**config.mk**
```make
export PLATFORM = sky130hd
export DESIGN_NAME = puf_eval_controller
export DESIGN_NICKNAME = d
export VERILOG_FILES = /design/src/rtl/puf_eval_controller_pkg.sv /design/src/rtl/puf_eval_controller_resp_sync.sv /design/src/rtl/puf_eval_controller.sv
export SDC_FILE = /design/constraint.sdc
export NUM_CORES = 1
export LEC_CHECK = 0
export ABC_AREA = 1
export CAP_MARGIN = 20
export CORE_MARGIN = 1.5
export CORE_UTILIZATION = 30
export CTS_BUF_LIST = sky130_fd_sc_hd__clkbuf_4 sky130_fd_sc_hd__clkbuf_8 sky130_fd_sc_hd__clkbuf_16
export CTS_CLUSTER_DIAMETER = 80
export CTS_CLUSTER_SIZE = 40
export DETAILED_ROUTE_END_ITERATION = 8
export PLACE_DENSITY = 0.56
export SYNTH_ARGS = -nofsm -noshare
export SYNTH_HDL_FRONTEND = slang
export SYNTH_SLANG_ARGS = --single-unit
```
**constraint.sdc**
```tcl
create_clock -name iclk -period 1.25 [get_ports iclk]
set_input_delay 0.25 -clock iclk [delete_from_list [all_inputs] [get_ports iclk]]
set_output_delay 0.25 -clock iclk [all_outputs]
set_load 0.01 [all_outputs]
```
**src/rtl/puf_eval_controller_pkg.sv**
```systemverilog
// Shared definitions for the arbiter-PUF evaluation controller: state codes
// and the sizing helpers used for its counters.
package puf_eval_controller_pkg;

  localparam int unsigned ST_W = 3;

  localparam logic [ST_W-1:0] ST_IDLE   = 3'd0;
  localparam logic [ST_W-1:0] ST_SETUP  = 3'd1;
  localparam logic [ST_W-1:0] ST_PULSE  = 3'd2;
  localparam logic [ST_W-1:0] ST_SETTLE = 3'd3;
  localparam logic [ST_W-1:0] ST_SAMPLE = 3'd4;
  localparam logic [ST_W-1:0] ST_DONE   = 3'd5;

  // Bits needed to hold values 0..max_val, never less than one.
  function automatic int unsigned cnt_width(input int unsigned max_val);
    int unsigned w;
    w = 1;
    for (int unsigned b = 1; b < 32; b++) begin
      if ((max_val >> b) != 0) w = b + 1;
    end
    return w;
  endfunction

  function automatic int unsigned max3(input int unsigned a, input int unsigned b,
                                       input int unsigned c);
    int unsigned m;
    m = (a > b) ? a : b;
    return (m > c) ? m : c;
  endfunction

endpackage

```
**src/rtl/puf_eval_controller_resp_sync.sv**
```systemverilog
// Two-flop synchronizer bringing the asynchronous PUF arbiter output into iclk.
module resp_sync (
  input  logic iclk,
  input  logic irst,
  input  logic iasync,
  output logic osync
);

  logic meta_q;
  logic sync_q;

  always_ff @(posedge iclk) begin
    if (irst) begin
      meta_q <= 1'b0;
      sync_q <= 1'b0;
    end else begin
      meta_q <= iasync;
      sync_q <= meta_q;
    end
  end

  assign osync = sync_q;

endmodule

```
**src/rtl/puf_eval_controller.sv**
```systemverilog
// Steps a PUF through C_NUM_RESP challenges per request, majority-voting
// C_REPEAT evaluations per challenge, and returns the assembled response word.
module puf_eval_controller
  import puf_eval_controller_pkg::*;
#(
  parameter int unsigned C_LENGTH   = 3,
  parameter int unsigned C_NUM_RESP = 8,
  parameter int unsigned C_SETUP    = 2,
  parameter int unsigned C_PULSE_W  = 4,
  parameter int unsigned C_SETTLE   = 4,
  parameter int unsigned C_REPEAT   = 1
) (
  input  logic                  iclk,
  input  logic                  irst,
  input  logic                  ivalid,
  input  logic [C_LENGTH-1:0]   ichallenge,
  output logic                  oready,
  output logic [C_LENGTH-1:0]   ochallenge,
  output logic                  opulse,
  input  logic                  iresponse,
  output logic [C_NUM_RESP-1:0] oword,
  output logic                  ovalid,
  input  logic                  iready,
  output logic                  obusy
);

  localparam int unsigned PH_W = cnt_width(max3(C_SETUP, C_PULSE_W, C_SETTLE) - 1);
  localparam int unsigned RP_W = cnt_width(C_REPEAT);
  localparam int unsigned IX_W = cnt_width(C_NUM_RESP - 1);

  localparam logic [PH_W-1:0] LD_SETUP  = PH_W'(C_SETUP - 1);
  localparam logic [PH_W-1:0] LD_PULSE  = PH_W'(C_PULSE_W - 1);
  localparam logic [PH_W-1:0] LD_SETTLE = PH_W'(C_SETTLE - 1);
  localparam logic [RP_W-1:0] REP_MAX   = RP_W'(C_REPEAT);
  localparam logic [RP_W-1:0] VOTE_HALF = RP_W'(C_REPEAT / 2);
  localparam logic [IX_W-1:0] IDX_LAST  = IX_W'(C_NUM_RESP - 1);

  logic [ST_W-1:0]       state_q, state_d;
  logic [PH_W-1:0]       phase_q, phase_d;
  logic [RP_W-1:0]       rep_q, rep_d, rep_n;
  logic [RP_W-1:0]       vote_q, vote_d, vote_n;
  logic [IX_W-1:0]       idx_q, idx_d;
  logic [C_LENGTH-1:0]   chal_q, chal_d;
  logic [C_NUM_RESP-1:0] word_q, word_d;
  logic                  opulse_q;
  logic                  resp_s;

  resp_sync u_resp_sync (
    .iclk   (iclk),
    .irst   (irst),
    .iasync (iresponse),
    .osync  (resp_s)
  );

  always_comb begin
    state_d = state_q;
    phase_d = phase_q;
    rep_d   = rep_q;
    vote_d  = vote_q;
    idx_d   = idx_q;
    chal_d  = chal_q;
    word_d  = word_q;
    rep_n   = rep_q + RP_W'(1);
    vote_n  = vote_q + RP_W'(resp_s);

    case (state_q)
      ST_IDLE: begin
        if (ivalid) begin
          chal_d  = ichallenge;
          word_d  = '0;
          idx_d   = '0;
          vote_d  = '0;
          rep_d   = '0;
          phase_d = LD_SETUP;
          state_d = ST_SETUP;
        end
      end
      ST_SETUP: begin
        if (phase_q == '0) begin
          phase_d = LD_PULSE;
          state_d = ST_PULSE;
        end else begin
          phase_d = phase_q - PH_W'(1);
        end
      end
      ST_PULSE: begin
        if (phase_q == '0) begin
          phase_d = LD_SETTLE;
          state_d = ST_SETTLE;
        end else begin
          phase_d = phase_q - PH_W'(1);
        end
      end
      ST_SETTLE: begin
        if (phase_q == '0) begin
          state_d = ST_SAMPLE;
        end else begin
          phase_d = phase_q - PH_W'(1);
        end
      end
      ST_SAMPLE: begin
        phase_d = LD_SETUP;
        // Re-evaluate the same challenge until C_REPEAT votes are in, then
        // commit the majority bit and advance to the next challenge.
        if (rep_n < REP_MAX) begin
          vote_d  = vote_n;
          rep_d   = rep_n;
          state_d = ST_SETUP;
        end else begin
          word_d[idx_q] = (vote_n > VOTE_HALF);
          vote_d = '0;
          rep_d  = '0;
          if (idx_q == IDX_LAST) begin
            state_d = ST_DONE;
          end else begin
            idx_d   = idx_q + IX_W'(1);
            chal_d  = chal_q + C_LENGTH'(1);
            state_d = ST_SETUP;
          end
        end
      end
      ST_DONE: begin
        if (iready) state_d = ST_IDLE;
      end
      default: state_d = ST_IDLE;
    endcase
  end

  always_ff @(posedge iclk) begin
    if (irst) begin
      state_q  <= ST_IDLE;
      phase_q  <= '0;
      rep_q    <= '0;
      vote_q   <= '0;
      idx_q    <= '0;
      chal_q   <= '0;
      word_q   <= '0;
      opulse_q <= 1'b0;
    end else begin
      state_q  <= state_d;
      phase_q  <= phase_d;
      rep_q    <= rep_d;
      vote_q   <= vote_d;
      idx_q    <= idx_d;
      chal_q   <= chal_d;
      word_q   <= word_d;
      opulse_q <= (state_d == ST_PULSE);
    end
  end

  // oready is gated by irst so it is low throughout reset yet high in the
  // very first cycle after reset is released.
  assign oready     = (state_q == ST_IDLE) && !irst;
  assign obusy      = (state_q != ST_IDLE);
  assign ovalid     = (state_q == ST_DONE);
  assign opulse     = opulse_q;
  assign ochallenge = chal_q;
  assign oword      = word_q;

endmodule
```
==> out/results.ini <==
[sta]
finalSetupViolCount=1
min_period_ns=1.25
hold_violations=0
slew_headroom_pct=82.9
finalCritPeriodShare_pct=100
fmax_mhz=799
finClkSkew_ns=0.00654
worst_slew_pin_slew_ns=0.256
drv_slew=0
grt_setup_unrepaired=true
postLayoutSetupSlackWorst_ns=-0.00232

[worst_hold_path]
min_path_type=reg -> reg

[placement]
dpl-instance-area_um2=1710
io_buffers=22
place_congestion=0.769
dpl.hpwl_um=2120

[cts]
cts_buffer_depth=2
clock-root-buffer=clkbuf_8
tritoncts=yes
cts_buffers=3
clk_pin_slew_ns=0.09
cts_max_level=1
cts_num_sinks=23
clk-insertion-delay-late_ns=0.26

[power]
netSwitchingFraction_pct=32.3
p_per_area_nw_per_um2=1040
cellLeakagePower_nw=0.963
internal_power_mw=1.30
total_power_mw=1.93
p_clk_share_pct=24.1
netSwitchingPower_mw=0.623
power_frac_comb_pct=32.8
peakVddDrop_mv=0.447
pwr-share-seq_pct=43.1

[floorplan]
ioPinCount=23
core_um2=4090
die_w_um=68.7
rows=23
fp.dieH_um=68.7
dieArea_um2=4720
initial_core_util_pct=31.7

[setup_path]
cp-end-kind=output pin
required_ns=1.00
worstPathMaxFanout=3
crit_type=reg -> out
crit_path_start_kind=register
cp.arrival_ns=1.00

[logic_synthesis]
yosysWarningCount=0
synth.distinct_cells=26
async_flop_share_pct=0
avgSynthCellArea_um2=6.65
synth-main-ff-cell=dfxtp_1
synth_seq_cells=23
syn_nets=207
synthCells=195
synth-seq-area-share_pct=35.5
syn_area_um2=1300
synth_edf_count=0

[drt]
vias_per_cell=4.30
met3WireLength_um=77
dr.pass1.iters=6
drc=0
maxUsedRoutingLayer=met4
antenna_left=0
wl_met1_um=1390
drtIter0Drc=39
wl_met2_um=1390
wl_per_cell_um=9.85
vias=1257
finalWirelength_um=2880

[global_routing]
grt_pass1_wl_um=4670
grt_pass1_vias=1110
grt-ovfl-total=0
grt_max_degree=14
grt_antenna_before_repair=0
grt_use_total_pct=13.1

[final_layout]
fin_nets=255
drive_gt1_share_pct=25.6
mostFrequentLayoutCells=nand2_1, nor2_1, inv_1
fin_area_um2=1860
diodes=0
area_growth_pct=43.4
layout.cells.most_common=nand2_1

[status]
status=complete, but fails checks
violations=negative setup slack

[run]
drv_cap=0

==> power by group through the flow <==
stage	logic, mW	registers, mW	clock network, mW
CTS	0.607	0.830	0.491
floorplan	0.352	0.846	0
finish	0.631	0.829	0.465
global placement	0.570	0.843	0
detailed placement	0.574	0.844	0
global route	0.705	0.837	0.516
==> through the flow <==
step | cells | setup TNS, ns | utilization (%) | setup WS (ns) | hold slack, ns
after global placement | 283 | -3.95 | 41.9 | -0.318 | 0.393
after floorplan | 195 | 0 | - | 0.0193 | 0.357
after global routing | 292 | -0.934 | 45.5 | -0.0799 | 0.455
after detailed placement | 283 | -4.16 | 41.9 | -0.333 | 0.397
after CTS | 290 | -0.0408 | 44.0 | -0.0146 | 0.414
final | 292 | -0.00232 | 45.5 | -0.00232 | 0.414
==> cells in the mapped netlist, types with 2 or more instances <==
library cell | count | area share [%]
nor3_1 | 2 | 0.77
buf_6 | 2 | 1.7
dfxtp_1 | 23 | 36
ha_1 | 4 | 3.9
nor2_8 | 2 | 3.1
nor2_1 | 37 | 11
inv_1 | 25 | 7.2
nand3_1 | 12 | 4.6
nand4_1 | 2 | 0.97
nand3_2 | 2 | 1.5
o21bai_1 | 2 | 1.2
nand2_1 | 60 | 17
nand2_4 | 4 | 3.5
inv_2 | 4 | 1.2
o21ai_0 | 3 | 1.2
==> worst max-delay path, stage by stage (launching register included) <==
cell and delay, ns:
dfxtp_4 0.38, inv_2 0.06, nand2_1 0.05, nor2_2 0.11
buf_2 0.14
==> layer usage <==
| metal | vias to the layer above | global-route usage, % |
|---|---|---|
| met5 | - | 0 |
| li1 | 685 | - |
| met2 | 14 | 22.4 |
| met4 | 0 | 4.41 |
| met3 | 2 | 2.11 |
| met1 | 556 | 16.7 |
==> registers in the layout, summed over array words and instances, names as in the netlist <==
register            flops
opulse                  1
u_resp_sync.osync       1
vote_q                  1
oword                   8
phase_q                 2
u_resp_sync.meta_q      1
state_q                 3
ochallenge              3
idx_q                   3
==> final cells by class <==
| type | count | area, um^2 |
|---|---|---|
| Fill cell | 457 | 2230 |
| Multi-Input combinational cell | 138 | 749 |
| Clock inverter | 1 | 5.00 |
| Sequential cell | 23 | 469 |
| Clock buffer | 3 | 41.3 |
| Inverter | 30 | 118 |
| Timing Repair Buffer | 47 | 414 |
| Tap cell | 50 | 62.6 |
==> timing repair <==
item / 4_1_cts / 5_1_grt
setup buffers: 4 / 2
resized for setup: 37 / 13
gates cloned: 0 / 0
hold buffers: 0 / 0
setup endpoints to repair: 30 / 18
pin swaps: 5 / 11
==> logic make-up (layout without fill, tap and decap cells) <==
family	Yosys count	in the layout	synth area share (%)
and+or+nand+nor	123	123	43.9
buffers and inverters	34	81	11.1
DFF	23	23	35.5
AOI/OAI and AO/OA	9	9	4.25
adders and majority gates	4	4	3.86
xor gates and xnor gates	2	2	1.35
==> final timing paths <==
kind	to	slack (ns)	cells past startpoint	from
setup reg to reg	ochallenge[1]	0.02	9	state_q[0]
hold / removal	u_resp_sync.osync	0.41	2	u_resp_sync.meta_q
setup / recovery	ovalid	-0.002	4	state_q[1]
hold reg to reg	u_resp_sync.osync	0.41	2	u_resp_sync.meta_q
No activity file was read; power rests on OpenSTA's default activity.
==> variant 1 (same settings) <==
Set the parameter `C_SETTLE` to 8 (it was 4).
--- a/src/rtl/puf_eval_controller.sv
+++ b/src/rtl/puf_eval_controller.sv
@@ -7,7 +7,7 @@
   parameter int unsigned C_NUM_RESP = 8,
   parameter int unsigned C_SETUP    = 2,
   parameter int unsigned C_PULSE_W  = 4,
-  parameter int unsigned C_SETTLE   = 4,
+  parameter int unsigned C_SETTLE   = 8,
   parameter int unsigned C_REPEAT   = 1
 ) (
   input  logic                  iclk,
Formal check against the unedited RTL: no difference found for any inputs over 10 cycles, from zero or initial values and one cycle with irst high; that may be too few to reach the edited logic, so the function may still have changed.
==> variant 1 against the original RTL <==
- critical path type unchanged
- the run still ends with negative setup slack left
- final area decreased by 3.2%
- sequential cell count increased by 1
- wire length decreased by 5.8%
- sequential share of layout area rose by 2.0 points
- worst setup slack got worse by 0.035 ns
- power is 22% higher
- synthesized area shrank 2.9%
- core utilization fell by 0.84 points
==> variant 1: results (changes against the original RTL) <==
Outcome
  – Status: finished, violations left
  – Failing checks: negative setup slack

CTS
  – Reg clk slew, reported paths: 0.09 ns (about the same)
  – H-tree levels: 1 (unchanged)
  – Cts bufs inserted: 3 (unchanged)
  – Clk Latency, worst-skew pair: 0.27 ns
  – Root Driver: clkbuf_8
  – Clock buffer depth: 2 (unchanged)

Worst setup path
  – Slowest CP cell: dfxtp_2
  – Worst path arrival time: 1.04 ns (+0.04 ns)
  – Highest cell delay on the worst timing path: 0.35 ns (-0.03 ns)

Global route
  – Antenna violations before repair: 0 (unchanged)
  – Largest net degree at the start of global routing: 18 (+4)
  – GRT Total Usage: 13.2% (+0.092 points)
  – Global-route wire length before repair: 4.55 mm (-2.7%)
  – Vias in the first global route: 1064 (-4.1%)

Layout
  – Layout Nets: 232 (-9.0%)
  – Antenna diode count: 0 (unchanged)
  – Layout cells sized above 1: 28.9% (+3.3 points)

Detailed routing
  – Via Count: 1199 (-4.6%)
  – Router iterations before antenna repair: 4 (-2)
  – DRT iter0 DRCs: 43 (+10%)
  – Final WL: 2.71 mm (-5.8%)

Synthesis
  – Cell variety after synth: 26 (unchanged)
  – Synth cell count leaders: nand2_1, inv_1, dfxtp_1, a21oi_1, nor2_1
  – Sequential element share of the synthesized area: 38.2% (+2.6 points)
  – Area contributors post-synth: dfxtp_1, nand2_1, inv_1
  – Ys async rst share: 0% (unchanged)
  – Post-Syn Nets: 193 (-6.8%)

Pwr
  – Lkg Pwr: 0.862 nW (-10%)
  – Cell-internal power: 1.62 mW (+24%)
  – VDD IR-drop max: 0.654 mV (+46%)

Place
  – Gp weighted congestion: 0.796 (+3.6%)
  – Post-place setup slack: -0.401 ns (-0.0682 ns)
  – Number of I/O port buffers: 22 (unchanged)
  – Hpwl dp: 2.01 mm (-5.5%)

Timing
  – Least-Margin Pin Slew: 0.261 ns (+0.00522 ns)
  – Final setup viols: 1 (unchanged)
  – Clk_skew: 0.00577 ns (-0.000764 ns)
  – Setup tns final: -0.0372 ns (-0.0348 ns)
  – Final worst setup slack: -0.0372 ns (-0.0348 ns)

Floorplan
  – Die W: 67.8 µm (-1.4%)
==> variant 1: worst paths after layout <==
kind                            from           endpoint  slack, ns  cells after the start
setup / recovery          state_q[0]             oready      -0.04                      4
hold / removal    u_resp_sync.meta_q  u_resp_sync.osync       0.41                      2
setup reg to reg          state_q[0]           idx_q[0]          0                      7
hold reg to reg   u_resp_sync.meta_q  u_resp_sync.osync       0.41                      2
==> variant 1: layer usage <==
| metal | vias up | wire length (µm) | GRT usage [%] |
|---|---|---|---|
| li1 | 650 | - | - |
| met1 | 526 | 1400 | 18.6 |
| met2 | 21 | 1200 | 20.1 |
| met3 | 2 | 89 | 2.00 |
| met4 | 0 | 21 | 5.25 |
| met5 | - | 0 | 0 |
==> variant 1: logic make-up (layout without fill, tap and decap cells) <==
family / after synthesis / count (layout) / synth area share (%)
flip-flops: 24 / 24 / 38.2
AND/OR/NAND/NOR: 82 / 82 / 30.2
buffers and inverters: 32 / 70 / 9.94
XOR/XNOR: 2 / 2 / 1.39
adder cells (fa/ha/maj): 5 / 5 / 4.97
AO/OA/AOI/OAI: 35 / 35 / 15.3
==> variant 1: metrics by stage <==
step           hold WS [ns]  area [µm²]  utilization (%)  std cells
4_1_cts               0.407        1740             43.2        268
2_1_floorplan         0.357        1260                -        180
3_5_place_dp          0.394        1650             40.9        263
6_report              0.406        1800             44.7        268
5_1_grt               0.429        1800             44.7        268
3_3_place_gp          0.392        1650             40.9        263
==> variant 1: final cells by class <==
type | count | area, µm²
clock buffer | 3 | 41.3
clock inverter | 1 | 30.0
fill | 437 | 2230
multi-input combinational | 124 | 731
timing repair buffer | 38 | 337
tap | 50 | 62.6
inverter | 28 | 108
sequential | 24 | 490
==> variant 1: power by group through the flow <==
stage / registers (mW) / clock network (mW) / logic (mW)
3_3_place_gp: 0.893 / 0 / 0.704
5_1_grt: 0.894 / 0.736 / 0.884
4_1_cts: 0.880 / 0.706 / 0.695
6_report: 0.887 / 0.689 / 0.777
2_1_floorplan: 0.904 / 0 / 0.395
3_5_place_dp: 0.895 / 0 / 0.701
==> variant 1: timing repair <==
| item | in CTS | in global routing |
|---|---|---|
| buffers inserted | 1 | 0 |
| setup endpoints to repair | 30 | 23 |
| pin swaps | 3 | 9 |
| resized for setup | 32 | 28 |
| cloned | 0 | 0 |
==> variant 1: worst max-delay path: cells and delay by family, from the launching register on <==
family	cells	cell delay, ns
AND/OR/NAND/NOR	3	0.28
buffers and inverters	1	0.13
flip-flops	1	0.35
==> variant 2 (config.mk and constraints unchanged) <==
Without the edit above. Take the reset off `word_q` and load it in a clocked block of its own.
--- a/src/rtl/puf_eval_controller.sv
+++ b/src/rtl/puf_eval_controller.sv
@@ -134,7 +134,6 @@
       vote_q   <= '0;
       idx_q    <= '0;
       chal_q   <= '0;
-      word_q   <= '0;
       opulse_q <= 1'b0;
     end else begin
       state_q  <= state_d;
@@ -143,9 +142,12 @@
       vote_q   <= vote_d;
       idx_q    <= idx_d;
       chal_q   <= chal_d;
-      word_q   <= word_d;
       opulse_q <= (state_d == ST_PULSE);
     end
+  end
+
+  always_ff @(posedge iclk) begin
+    word_q <= word_d;
   end
 
   // oready is gated by irst so it is low throughout reset yet high in the
Formal check against the unedited RTL: same outputs for any inputs over 10 cycles, from zero or initial values and one cycle with irst high; that may be too few to reach the edited logic, so the function may still have changed.
==> variant 2 against the original RTL <==
- the run still ends with negative setup slack left
- worst setup slack got worse by 0.0079 ns
- first-iteration DRC count did not move
- power rose by 2.7%
- wire length fell by 3.0%
- count of clock-buffer cells in the layout did not move
- sequential cell count did not move
- final area fell by 7.0%
- synthesized area fell by 9.0%
- critical path type unchanged
==> variant 2: results (changes against the original RTL) <==
CTS
  – Root Driver: clkbuf_8
  – Reg clk slew, reported paths: 0.09 ns (about the same)
  – Clk Latency, worst-skew pair: 0.27 ns
  – Clock buffer depth: 2 (unchanged)
  – H-tree levels: 1 (unchanged)
  – Cts bufs inserted: 3 (unchanged)

Worst setup path
  – Crit path capture: oready
  – R2R Setup Slk: 0.03 ns
  – Worst path arrival time: 1.01 ns
  – Critical path peak fanout: 2 (-1)
  – Reg2Reg Depth: 5 (-4)
  – FF-to-FF End: oword[2]
  – Crit path launch: state_q[0]

Detailed routing
  – Router iterations before antenna repair: 4 (-2)
  – Vias per std cell: 4.59 (+6.6%)
  – Final WL: 2.79 mm (-3.0%)
  – DRT iter0 DRCs: 39 (unchanged)

Layout
  – Max reg flops: 8 (unchanged)
  – Layout cells sized above 1: 24.8% (-0.87 points)
  – Antenna diode count: 0 (unchanged)
  – Layout Nets: 215 (-16%)

Synthesis
  – Number of flops mapped to enable cells by yosys: 8 (+8)
  – Sequential element share of the synthesized area: 45.8% (+10 points)
  – Post-Syn Nets: 171 (-17%)
  – XOR/XNOR Fraction of Synth Area: 1.48% (+0.13 points)
  – Mux cell area share after synthesis: 0% (unchanged)
  – Area contributors post-synth: dfxtp_1, edfxtp_1, nand2_1
  – Ys Warns: 0 (unchanged)
  – Synth Area in Compound Gates: 11.3% (+7.1 points)
  – Synth cell count leaders: nand2_1, inv_1, nor2_1, nand3_1, dfxtp_1
  – Adder-Cell Fraction of Synth Area: 4.24% (+0.38 points)
  – Ys async rst share: 0% (unchanged)
  – Cell variety after synth: 20 (-23%)

Pwr
  – VDD IR-drop max: 0.648 mV (+45%)
  – Lkg Pwr: 0.819 nW (-15%)
  – P_sw: 628 µW (+0.90%)

Global route
  – Largest net degree at the start of global routing: 14 (unchanged)
  – GRT Total Usage: 13.9% (+0.78 points)
  – Antenna violations before repair: 0 (unchanged)
  – Global-route wire length before repair: 4.62 mm (-1.2%)
  – Vias in the first global route: 1098 (-1.1%)

Timing
  – Setup tns final: -0.0103 ns (-0.00794 ns)
  – Final setup viols: 1 (unchanged)
  – Least-Margin Pin Slew: 0.299 ns (+0.0426 ns)
  – Clk_skew: 0.00260 ns (-0.00394 ns)
  – Final worst setup slack: -0.0103 ns (-0.00794 ns)

Place
  – Gp weighted congestion: 0.844 (+9.8%)
  – Hpwl dp: 2.04 mm (-3.9%)

Outcome
  – Failing checks: negative setup slack
  – Status: finished, violations left

Min path
  – Worst Hold Class: register to register
variant 2: cell count changes after synthesis, moves of 4 or more:
cell	change
nor2_1	-16
nand2_1	-28
edfxtp_1	+8
o21ai_0	+8
a21oi_1	+10
nand3_1	+4
dfxtp_1	-8
variant 2: cell families (layout without fill, tap and decap cells):
family	count (synthesis)	after routing
buffers and inverters	31	73
flip-flops	23	23
AO/OA/AOI/OAI	25	25
adder cells (fa/ha/maj)	4	4
AND/OR/NAND/NOR	74	75
XOR/XNOR	2	2
variant 2: worst min-delay path by stage:
stage	cells after the start	slack [ns]	startpoint	to
global route	2	0.43	u_resp_sync.meta_q	u_resp_sync.osync
floorplan	2	0.36	iresponse	u_resp_sync.meta_q
global placement	2	0.39	u_resp_sync.meta_q	u_resp_sync.osync
CTS	2	0.41	u_resp_sync.meta_q	u_resp_sync.osync
detailed placement	2	0.40	u_resp_sync.meta_q	u_resp_sync.osync
finish	2	0.41	u_resp_sync.meta_q	u_resp_sync.osync
variant 2: area by class of cell:
type	count	area [µm²]
Clock buffer	3	41.3
Clock inverter	1	5.00
Timing Repair Buffer	39	335
Sequential cell	23	551
Tap cell	48	60.1
Fill cell	379	1990
Inverter	30	118
Multi-Input combinational cell	106	619
variant 2: worst max-delay path, cell delays in order (launching register included):
cell and delay (ns):
dfxtp_4 0.36, nor2_4 0.10, nand2_1 0.06, nor2_1 0.08
buf_2 0.13
variant 2: power by group through the flow:
stage | clock, mW | combinational, mW | sequential, mW
global placement | 0 | 0.535 | 0.908
CTS | 0.516 | 0.522 | 0.895
floorplan | 0 | 0.251 | 0.932
global route | 0.541 | 0.663 | 0.903
detailed placement | 0 | 0.542 | 0.913
finish | 0.489 | 0.593 | 0.896
variant 2: through the flow:
stage	util [%]	instance area [µm²]	hold slack (ns)	setup WS [ns]	instances
5_1_grt	46.5	1730	0.433	-0.118	250
4_1_cts	43.9	1630	0.409	-0.0314	248
6_report	46.5	1730	0.405	-0.0103	250
3_3_place_gp	42.6	1580	0.393	-0.360	243
2_1_floorplan	-	1180	0.357	0.0361	159
3_5_place_dp	42.6	1580	0.396	-0.349	243
variant 2: what timing repair did:
| item | in CTS | in global routing |
|---|---|---|
| gates cloned | 0 | 1 |
| hold buffers | 0 | 0 |
| endpoints found under the setup margin | 24 | 23 |
| gates resized for setup | 34 | 22 |
| setup buffers | 1 | 1 |
| pin swaps | 2 | 5 |
variant 2: per-layer routing:
layer,wire length [µm],vias to the layer above,global-route usage [%]
li1,-,591,-
met1,1230,534,14.6
met2,1420,18,26.6
met3,113,4,4.11
met4,31,0,3.13
met5,0,-,0
